$ cat src/rtl/uart_pkg.sv
// Shared types and line-level constants for the UART receiver.
// The optional parity check is enabled by defining UART_RX_PARITY_CHK_EN.
package uart_pkg;

  // Receiver FSM states. PARITY is visited only when the parity check is built in.
  typedef enum logic [2:0] {
    IDLE   = 3'd0,
    START  = 3'd1,
    DATA   = 3'd2,
    PARITY = 3'd3,
    STOP   = 3'd4,
    BREAK  = 3'd5
  } uart_state_e;

  // Serial line levels.
  localparam logic START_BIT = 1'b0;
  localparam logic STOP_BIT  = 1'b1;
  localparam logic IDLE_LVL  = 1'b1;

  // Width of the per-bit clock counter; sized for CLK_DIV up to 65535.
  localparam int CNT_W = 16;

  // Width of the data bit index; holds 0..7.
  localparam int IDX_W = 3;

endpackage

$ cat src/rtl/uart_rx_if.sv
// Signal bundle between the UART receiver and its environment.
// slave: the receiver side (consumes the serial line, produces the data word).
// master: the environment side (drives the line, observes results).
// Handshake: none. dout_vld is a one-cycle strobe with no ready; when it is high
// dout holds the new word for at least that cycle, and a strobe that is not
// consumed is simply lost. frame_err/parity_err are one-cycle strobes too.
interface uart_rx_if #(
  parameter int DO_WIDTH = 8
);

  logic                  uart_rx;
  logic [DO_WIDTH-1:0]   dout;
  logic                  dout_vld;
  logic                  frame_err;
  logic                  parity_err;
  logic                  busy;
  uart_pkg::uart_state_e state_dbg;

  modport slave (
    input  uart_rx,
    output dout,
    output dout_vld,
    output frame_err,
    output parity_err,
    output busy,
    output state_dbg
  );

  modport master (
    output uart_rx,
    input  dout,
    input  dout_vld,
    input  frame_err,
    input  parity_err,
    input  busy,
    input  state_dbg
  );

endinterface

$ cat src/rtl/uart_rx_sync.sv
// Two-flop synchronizer for the asynchronous serial line plus falling-edge
// detection on the synchronized value. All flops reset to the idle level so
// that reset never looks like a start edge on its own.
module uart_rx_sync (
  input  logic clk,
  input  logic rst_n,
  input  logic din,
  output logic dout,
  output logic fall
);
  import uart_pkg::*;

  logic meta_q;
  logic sync_q;
  logic prev_q;

  // Synchronizer chain and one extra stage of history for edge detection.
  always_ff @(posedge clk or negedge rst_n) begin
    if (!rst_n) begin
      meta_q <= IDLE_LVL;
      sync_q <= IDLE_LVL;
      prev_q <= IDLE_LVL;
    end else begin
      meta_q <= din;
      sync_q <= meta_q;
      prev_q <= sync_q;
    end
  end

  assign dout = sync_q;
  assign fall = prev_q & ~sync_q;

endmodule

$ cat src/rtl/uart_rx.sv
// UART receiver: start-bit glitch reject, LSB-first data, optional even parity,
// stop-bit framing check and a BREAK state that waits for the line to recover.
// Optional feature macro: UART_RX_PARITY_CHK_EN (one even-parity bit after data).
// Without it the frame is start + DO_WIDTH data + stop and parity_err stays 0.
module uart_rx
  import uart_pkg::*;
#(
  parameter int CLK_DIV  = 16,
  parameter int DO_WIDTH = 8
) (
  input  logic     clk,
  input  logic     rst_n,
  uart_rx_if.slave bus
);

  // Start bit is sampled half a bit in; every later bit one full bit later,
  // which lands each sample near the middle of its bit.
  localparam logic [CNT_W-1:0] HALF_CNT = CNT_W'(CLK_DIV / 2 - 1);
  localparam logic [CNT_W-1:0] FULL_CNT = CNT_W'(CLK_DIV - 1);
  localparam logic [IDX_W-1:0] LAST_IDX = IDX_W'(DO_WIDTH - 1);

  logic line_sync;
  logic line_fall;

  uart_state_e          state_q,  state_d;
  logic [CNT_W-1:0]     cnt_q,    cnt_d;
  logic [IDX_W-1:0]     idx_q,    idx_d;
  logic [DO_WIDTH-1:0]  shift_q,  shift_d;
  logic [DO_WIDTH-1:0]  dout_q,   dout_d;
  logic                 vld_q,    vld_d;
  logic                 ferr_q,   ferr_d;
`ifdef UART_RX_PARITY_CHK_EN
  logic                 par_bad_q, par_bad_d;
  logic                 perr_q,    perr_d;
`endif

  uart_rx_sync u_sync (
    .clk   (clk),
    .rst_n (rst_n),
    .din   (bus.uart_rx),
    .dout  (line_sync),
    .fall  (line_fall)
  );

  // Next-state, bit counter, shift register and output strobes.
  always_comb begin
    state_d = state_q;
    cnt_d   = cnt_q + CNT_W'(1);
    idx_d   = idx_q;
    shift_d = shift_q;
    dout_d  = dout_q;
    vld_d   = 1'b0;
    ferr_d  = 1'b0;
`ifdef UART_RX_PARITY_CHK_EN
    par_bad_d = par_bad_q;
    perr_d    = 1'b0;
`endif

    case (state_q)
      IDLE: begin
        cnt_d = '0;
        idx_d = '0;
        if (line_fall) begin
          state_d = START;
        end
      end

      START: begin
        if (cnt_q == HALF_CNT) begin
          cnt_d = '0;
          // A line that is back high mid start bit was a glitch.
          state_d = (line_sync == START_BIT) ? DATA : IDLE;
        end
      end

      DATA: begin
        if (cnt_q == FULL_CNT) begin
          cnt_d   = '0;
          shift_d = {line_sync, shift_q[DO_WIDTH-1:1]};
          if (idx_q == LAST_IDX) begin
            idx_d = '0;
`ifdef UART_RX_PARITY_CHK_EN
            state_d = PARITY;
`else
            state_d = STOP;
`endif
          end else begin
            idx_d = idx_q + IDX_W'(1);
          end
        end
      end

`ifdef UART_RX_PARITY_CHK_EN
      PARITY: begin
        if (cnt_q == FULL_CNT) begin
          cnt_d = '0;
          // Even parity: the parity bit must equal the XOR of the data bits.
          par_bad_d = line_sync ^ (^shift_q);
          state_d   = STOP;
        end
      end
`endif

      STOP: begin
        if (cnt_q == FULL_CNT) begin
          cnt_d = '0;
          if (line_sync == STOP_BIT) begin
            dout_d  = shift_q;
            vld_d   = 1'b1;
`ifdef UART_RX_PARITY_CHK_EN
            perr_d  = par_bad_q;
`endif
            state_d = IDLE;
          end else begin
            ferr_d  = 1'b1;
            state_d = BREAK;
          end
        end
      end

      BREAK: begin
        cnt_d = '0;
        // Stay here until the line recovers so a long low is not taken as a start.
        if (line_sync == IDLE_LVL) begin
          state_d = IDLE;
        end
      end

      default: begin
        cnt_d   = '0;
        idx_d   = '0;
        state_d = IDLE;
      end
    endcase
  end

  // State and datapath registers; reset drops any frame in progress.
  always_ff @(posedge clk or negedge rst_n) begin
    if (!rst_n) begin
      state_q <= IDLE;
      cnt_q   <= '0;
      idx_q   <= '0;
      shift_q <= '0;
      dout_q  <= '0;
      vld_q   <= 1'b0;
      ferr_q  <= 1'b0;
    end else begin
      state_q <= state_d;
      cnt_q   <= cnt_d;
      idx_q   <= idx_d;
      shift_q <= shift_d;
      dout_q  <= dout_d;
      vld_q   <= vld_d;
      ferr_q  <= ferr_d;
    end
  end

`ifdef UART_RX_PARITY_CHK_EN
  // Parity verdict of the current frame and its output strobe.
  always_ff @(posedge clk or negedge rst_n) begin
    if (!rst_n) begin
      par_bad_q <= 1'b0;
      perr_q    <= 1'b0;
    end else begin
      par_bad_q <= par_bad_d;
      perr_q    <= perr_d;
    end
  end

  assign bus.parity_err = perr_q;
`else
  assign bus.parity_err = 1'b0;
`endif

  assign bus.dout      = dout_q;
  assign bus.dout_vld  = vld_q;
  assign bus.frame_err = ferr_q;
  assign bus.busy      = (state_q != IDLE);
  assign bus.state_dbg = state_q;

endmodule

$ cat src/flat_wrapper.sv
// flat-port wrapper written by rule: the top's interface ports become plain ports
module uart_rx_flat import uart_pkg::*;
#(
  parameter int CLK_DIV  = 16,
  parameter int DO_WIDTH = 8
)
  (clk, rst_n, bus_uart_rx, bus_dout, bus_dout_vld, bus_frame_err, bus_parity_err, bus_busy, bus_state_dbg);
  uart_rx_if #(.DO_WIDTH(DO_WIDTH)) bus_i ();
  input  logic clk;
  input  logic rst_n;
  input wire logic [$bits(bus_i.uart_rx)-1:0] bus_uart_rx;
  output wire logic [$bits(bus_i.dout)-1:0] bus_dout;
  output wire logic [$bits(bus_i.dout_vld)-1:0] bus_dout_vld;
  output wire logic [$bits(bus_i.frame_err)-1:0] bus_frame_err;
  output wire logic [$bits(bus_i.parity_err)-1:0] bus_parity_err;
  output wire logic [$bits(bus_i.busy)-1:0] bus_busy;
  output wire logic [$bits(bus_i.state_dbg)-1:0] bus_state_dbg;
  assign bus_i.uart_rx = bus_uart_rx;
  assign bus_dout = bus_i.dout;
  assign bus_dout_vld = bus_i.dout_vld;
  assign bus_frame_err = bus_i.frame_err;
  assign bus_parity_err = bus_i.parity_err;
  assign bus_busy = bus_i.busy;
  assign bus_state_dbg = bus_i.state_dbg;
  uart_rx #(.CLK_DIV(CLK_DIV), .DO_WIDTH(DO_WIDTH)) u_core (.clk(clk), .rst_n(rst_n), .bus(bus_i));
endmodule
$ cat config.mk
export PLATFORM = sky130hd
export DESIGN_NAME = uart_rx_flat
export DESIGN_NICKNAME = d
export VERILOG_FILES = /design/src/rtl/uart_pkg.sv /design/src/rtl/uart_rx_if.sv /design/src/rtl/uart_rx_sync.sv /design/src/rtl/uart_rx.sv /design/src/flat_wrapper.sv
export SDC_FILE = /design/constraint.sdc
export NUM_CORES = 1
export LEC_CHECK = 0
export ABC_AREA = 1
export CAP_MARGIN = 25
export CORE_ASPECT_RATIO = 0.5
export CORE_MARGIN = 2
export CORE_UTILIZATION = 61
export DETAILED_ROUTE_END_ITERATION = 10
export GPL_TIMING_DRIVEN = 0
export HOLD_SLACK_MARGIN = 0.12
export PLACE_DENSITY = 0.8
export SLEW_MARGIN = 20
export SYNTH_ARGS = -nofsm -noshare
export SYNTH_HDL_FRONTEND = slang
export SYNTH_SLANG_ARGS = --single-unit
$ cat constraint.sdc
create_clock -name clk -period 2.5 [get_ports clk]
set_input_delay 0.5 -clock clk [delete_from_list [all_inputs] [get_ports clk]]
set_output_delay 0.5 -clock clk [all_outputs]
set_load 0.005 [all_outputs]
### After elaboration in Yosys (flattened, before gate mapping)

Cells that the tools add are included.

* multiplexer cells: 21
* bitwise logic cells: 3
* add/subtract/negate cells: 2
* reduce and logical (&&, ||, !) cells: 8
* equal/unequal tests: 13

Operators by type and width (number)
* $mux W16: 2
* $pmux W16 S2: 1
* $mux W3: 9
* $add A16 B1 Y16 const B: 1
* $eq A16 B3 Y1 const B: 1
* $eq A16 B4 Y1 const B: 1
* $pmux W3 S5: 1
* $ne A2 B1 Y1 const B: 5
* $eq A3 B3 Y1 const B: 3
* $mux W1: 6
* $pmux W3 S2: 1
* $reduce_and A6 Y1: 1
* $reduce_and A2 Y1: 2
* $add A3 B1 Y3 const B: 1
* $eq A3 B1 Y1 const B: 1
* $eq A3 B2 Y1 const B: 1
* $logic_not A3 Y1: 1
* $reduce_and A3 Y1: 1
* $reduce_bool A3 Y1: 1
* $reduce_or A3 Y1: 1
* $mux W2: 1
* $ne A2 B2 Y1 const B: 1
* $not A1 Y1: 2
* $reduce_or A2 Y1: 1
* $and A1 B1 Y1: 1

* bits of input ports: 3
* output and inout bits: 15
* register bits: 43
* logic and storage cells: 57

### Longest topological paths before layout

* word-level depth: 4
* depth in mapped cells: 10
* depth with buffers taken out: 8

### Hierarchy

From an unflattened synthesis, not the netlist that was laid out.

* cells, all modules: 262
* area, all modules: 2124.5 µm²

Modules (own cells, without submodules)
* uart_rx: cells each 257, seq. area each 1001.0 µm², instances 1, area each 2035.7 µm²
* uart_rx_sync: cells each 5, seq. area each 78.8 µm², instances 1, area each 88.8 µm²

### Least setup slack after synthesis

No wires, ideal clock.

* path kind: register to register
* start: reg u_core.cnt_q[0]
* end: reg u_core.cnt_q[8]
* library setup time: 0.118 ns
* path buffers: 1
* cell stages (with the launch flop): 10
* period minus slack after synthesis: 1.442 ns
* data required time: 2.382 ns
* slack: 1.058 ns
* arrival time: 1.324 ns
* cells stage by stage: dfrtp_1 -> ha_1 -> nand3_2 -> nor2_4 -> nand2_4 -> nand2_4 -> nand2_2 -> inv_2 -> buf_6 -> nor2_1

* cells in the longest elaborated chain, start to end: 3
* elaborated cells between the ends (all ways): 6
* those cells by class: add/sub (1); eq/ne (2); mux (3)

Ends and longest elaborated chain
* start: declaration: RTL line uart_rx.sv:26 `logic [CNT_W-1:0] cnt_q, cnt_d;`
* start signal: assignment: RTL line uart_rx.sv:149 `cnt_q <= cnt_d;`
* $add A16 B1 Y16 (tied with other cells): RTL line uart_rx.sv:48 `cnt_d = cnt_q + CNT_W'(1);`
* $mux W16, on equally long branches: RTL line uart_rx.sv:77, uart_rx.sv:105, uart_rx.sv:69
* $pmux W16 S2 *: RTL line uart_rx.sv:59 `case (state_q)`
* net u_core.cnt_d[8]: RTL line uart_rx.sv:26

Mark *: on every way through the listed nets, which the timed path passes. The rest lies on a longest branch.
A chain may end at the register's enable or synchronous reset.

### Final worst setup path

* start: reg u_core.state_q[0], in the netlist u_core.bus.state_dbg[0]
* end: out bus_busy

* cells in the longest elaborated chain, start to end: 1

Ends and longest elaborated chain
* start: declaration: RTL line uart_rx.sv:25 `uart_state_e state_q, state_d;`
* start signal: assignment: RTL line uart_rx.sv:148 `state_q <= state_d;`
* $reduce_bool A3 Y1: RTL line uart_rx.sv:178 `assign bus.busy = (state_q != IDLE);`
* end: declaration: RTL line flat_wrapper.sv:16 `output wire logic [$bits(bus_i.busy)-1:0] bus_busy;`

No other way between the ends.

==> impl_metrics.csv <==
group,metric,value,unit
yosys,post_synth.cell_area_avg,8.748,µm²
yosys,synth_async_sr_flop_share,1.000,
timing,rsz0062_at_grt,"no",
routing,wl,3831,µm
final_layout,area_growth_syn_to_layout,16.71,%
timing,maxSlewViolCount,0,
clock_network,cts.sink_count,43,
global_route,grt_pass1_wl,6831,µm
placement,place_hpwl,2747,µm
yosys,synthFlopType,"dfrtp_1",
setup_path,worstReg2RegEnd,"u_core.cnt_q[5]",
power,vdd_drop_max,0.4640,mV
timing,final_hold_viol_count,0,
setup_path,critical_path.reg2reg.startpoint,"u_core.cnt_q[0]",
run_status,status,"finished clean",
setup_path,arrival,1.48,ns
setup_path,critical_path.slowest_cell,"dfrtp_1",
floorplan,starting_utilization_of_the_core_area,0.6284,
routing,avgViaCountPerCell,5.119,
routing,drc,0,
setup_path,crit_path_end_kind,"output port",
timing,timing.fmax,504.8,MHz
clock_network,cts-htree-levels,2,
global_route,grt_antenna_before_repair,0,
floorplan,boundaryPins,18,
final_layout,nets,274,
clock_network,post_cts_resized,0,
placement,gp_congestion,0.8304,
clock_network,cts_setup_buffers,0,
clock_network,clock_tree_from_tritoncts,"done",
routing,dr.pass1.iters,4,
clock_network,clkLatencyLatePin,0.29,ns
power,power.total,1899,µW
floorplan,design.core.area,3397,µm²
global_route,grt_remaining_overflow,0,
yosys,netlist-cell-type-count,27,
setup_path,timing.critical_path.slowest_cell_delay,0.47,ns
yosys,syn-num-nets,250,
setup_path,family_with_the_most_delay_on_the_worst_path,"flip-flops",
final_layout,post_route_cells_drive_above_1_share,0.1673,
yosys,synth_seq_cells,43,
yosys,seq_area_frac_synth,0.5059,
yosys,count_of_flip_flops_with_a_built_in_enable_after_synthesis,0,
routing,detailedRoute.firstIterationViolations,65,
placement,placedCellCount,312,
floorplan,die_x,87.66,µm
yosys,synthMuxAreaShare,0,
setup_path,reg2reg_depth,9,
clock_network,clockRootBuffer,"clkbuf_8",
yosys,synthCells,244,
setup_path,crit_path_max_fanout,6,
power,powerDensity,762.3,nW/µm²
setup_path,timing.critical_path.cells,"nor2_2 > nand2_1 > clkdlybuf4s50_1",
yosys,synth_xor_area_frac,0.04103,
yosys,synth_simple_gate_area_share,0.2948,
routing,route.vias.total,1638,
yosys,synthAdderAreaFrac,0.01758,
placement,port_buf_inserts,16,
clock_network,number_of_buffers_inserted_for_hold_repair_after_clock_tree_synthesis,0,
global_route,grt_start_max_net_pins,27,
floorplan,die_h,45.83,µm
hold_path,worstHoldPathType,"in -> async",
global_route,first_global_vias,1585,
power,p_leak,0.001193,µW
timing,hold-worst-slack,0.1473,ns
yosys,synth.yosys.warnings,0,
final_layout,num_antenna_cells,0,
clock_network,ctsLongestPathBuffers,2,
clock_network,cts.reportedPaths.clkPinSlew,0.08,ns
floorplan,placement_rows,15,
timing,finalCritPeriodShare,0.7924,
yosys,synth_top_family_by_area,"simple AND/OR/NAND/NOR gates",
flow_run,maxCapViolations,0,
timing,final-setup-viol-count,0,
final_layout,final_non_filler_cell_total,320,
yosys,synth_area,2135,µm²
setup_path,crit_required,2.00,ns
setup_path,critPathLaunchType,"flop",
setup_path,timing.reg2reg.setup_slack,0.88,ns
timing,layout_min_cycle_time,1.981,ns
timing,finalClockSkew,0.004051,ns
routing,drt.antenna.violating_nets,0,
routing,post_drt_wl_per_cell,11.97,µm
floorplan,die_area,4017,µm²
final_layout,final_common_cell,"nand2_1",
yosys,synth_compound_area_frac,0.06213,
final_layout,final_cell_mix,"nand2_1, dfrtp_1, nor2_1",
setup_path,worst-path-buf-inv,1,
final_layout,n_fill_cell,242,
global_route,grt_usage,0.2256,
setup_path,timing.setup.critical_path_class,"reg -> out",
clock_network,cts_made_buffers,5,
[worst max path at each step]
stage	startpoint	end	slack, ns	depth (start not counted)
6_report	u_core.bus.state_dbg[0]	bus_busy	0.52	3
5_1_grt	u_core.bus.state_dbg[0]	bus_busy	0.44	3
4_1_cts	u_core.bus.state_dbg[0]	bus_busy	0.51	3
3_5_place_dp	u_core.bus.state_dbg[0]	bus_busy	0.84	3
3_3_place_gp	rst_n	u_core.cnt_q[12]	-0.13	1
2_1_floorplan	u_core.cnt_q[0]	u_core.cnt_q[8]	1.06	9
[Yosys cell counts (2+ instances only)]
master | count | share of area
nand2_1 | 55 | 0.097
dfrtp_1 | 40 | 0.47
nor2_1 | 38 | 0.067
inv_1 | 28 | 0.049
nand3_1 | 11 | 0.026
o21ai_0 | 11 | 0.026
o21ai_2 | 8 | 0.033
nand4_1 | 6 | 0.018
xor2_1 | 6 | 0.025
nand2_2 | 5 | 0.015
xnor2_1 | 4 | 0.016
buf_6 | 3 | 0.016
dfstp_2 | 3 | 0.037
ha_1 | 3 | 0.018
nand2_4 | 3 | 0.016
nor2_2 | 3 | 0.0088
nor2_4 | 3 | 0.016
nor3_1 | 3 | 0.0070
buf_4 | 2 | 0.0070
nand3b_1 | 2 | 0.0070
[power by group]
part / switching [µW] / internal (µW) / total [µW]
Combinational: 320 / 216 / 536
Clock: 235 / 323 / 558
Sequential: 63.8 / 740 / 804
Total: 619 / 1280 / 1900
[registers in the layout (all words and copies together) (netlist names)]
signal / flops
u_core.bus.state_dbg: 3
u_core.cnt_q: 16
u_core.u_sync.dout: 1
u_core.u_sync.prev_q: 1
u_core.idx_q: 3
u_core.shift_q: 8
u_core.u_sync.meta_q: 1
u_core.bus.dout: 8
u_core.bus.frame_err: 1
u_core.bus.dout_vld: 1
[routing by layer]
layer,up-vias,part of all wire,global-route usage
met4,0,0.0081,0.07692
met2,30,0.51,0.3864
li1,804,-,-
met5,-,0,0
met1,800,0.45,0.2829
met3,4,0.032,0.06341
[metrics by stage]
step | utilization | setup WS (ns) | setup TNS [ns] | instance area [µm²]
3_5_place_dp | 0.6987 | 0.8378 | 0 | 2374
3_3_place_gp | 0.6943 | -0.1274 | -5.009 | 2359
6_report | 0.7333 | 0.5189 | 0 | 2491
5_1_grt | 0.7333 | 0.4448 | 0 | 2491
2_1_floorplan | - | 1.058 | 0 | 2135
4_1_cts | 0.7333 | 0.5115 | 0 | 2491
[area by class of cell]
type	instances	area, µm²	area share
sequential	43	1080	0.4335
multi-input combinational	166	890.9	0.3576
timing repair buffer	17	175.2	0.07032
inverter	30	115.1	0.04621
clock buffer	6	82.58	0.03315
tap	51	63.81	0.02562
buffer	5	48.80	0.01959
clock inverter	2	35.03	0.01406
[cell families (layout without fill, tap and decap cells)]
kind of cell / after synthesis / in the layout
AO/OA/AOI/OAI: 20 / 20
buffers and inverters: 35 / 60
flip-flops: 43 / 43
XOR/XNOR: 10 / 10
other: 1 / 1
adder cells (fa/ha/maj): 3 / 3
AND/OR/NAND/NOR: 132 / 132
No activity file was read; power rests on OpenSTA's default activity.
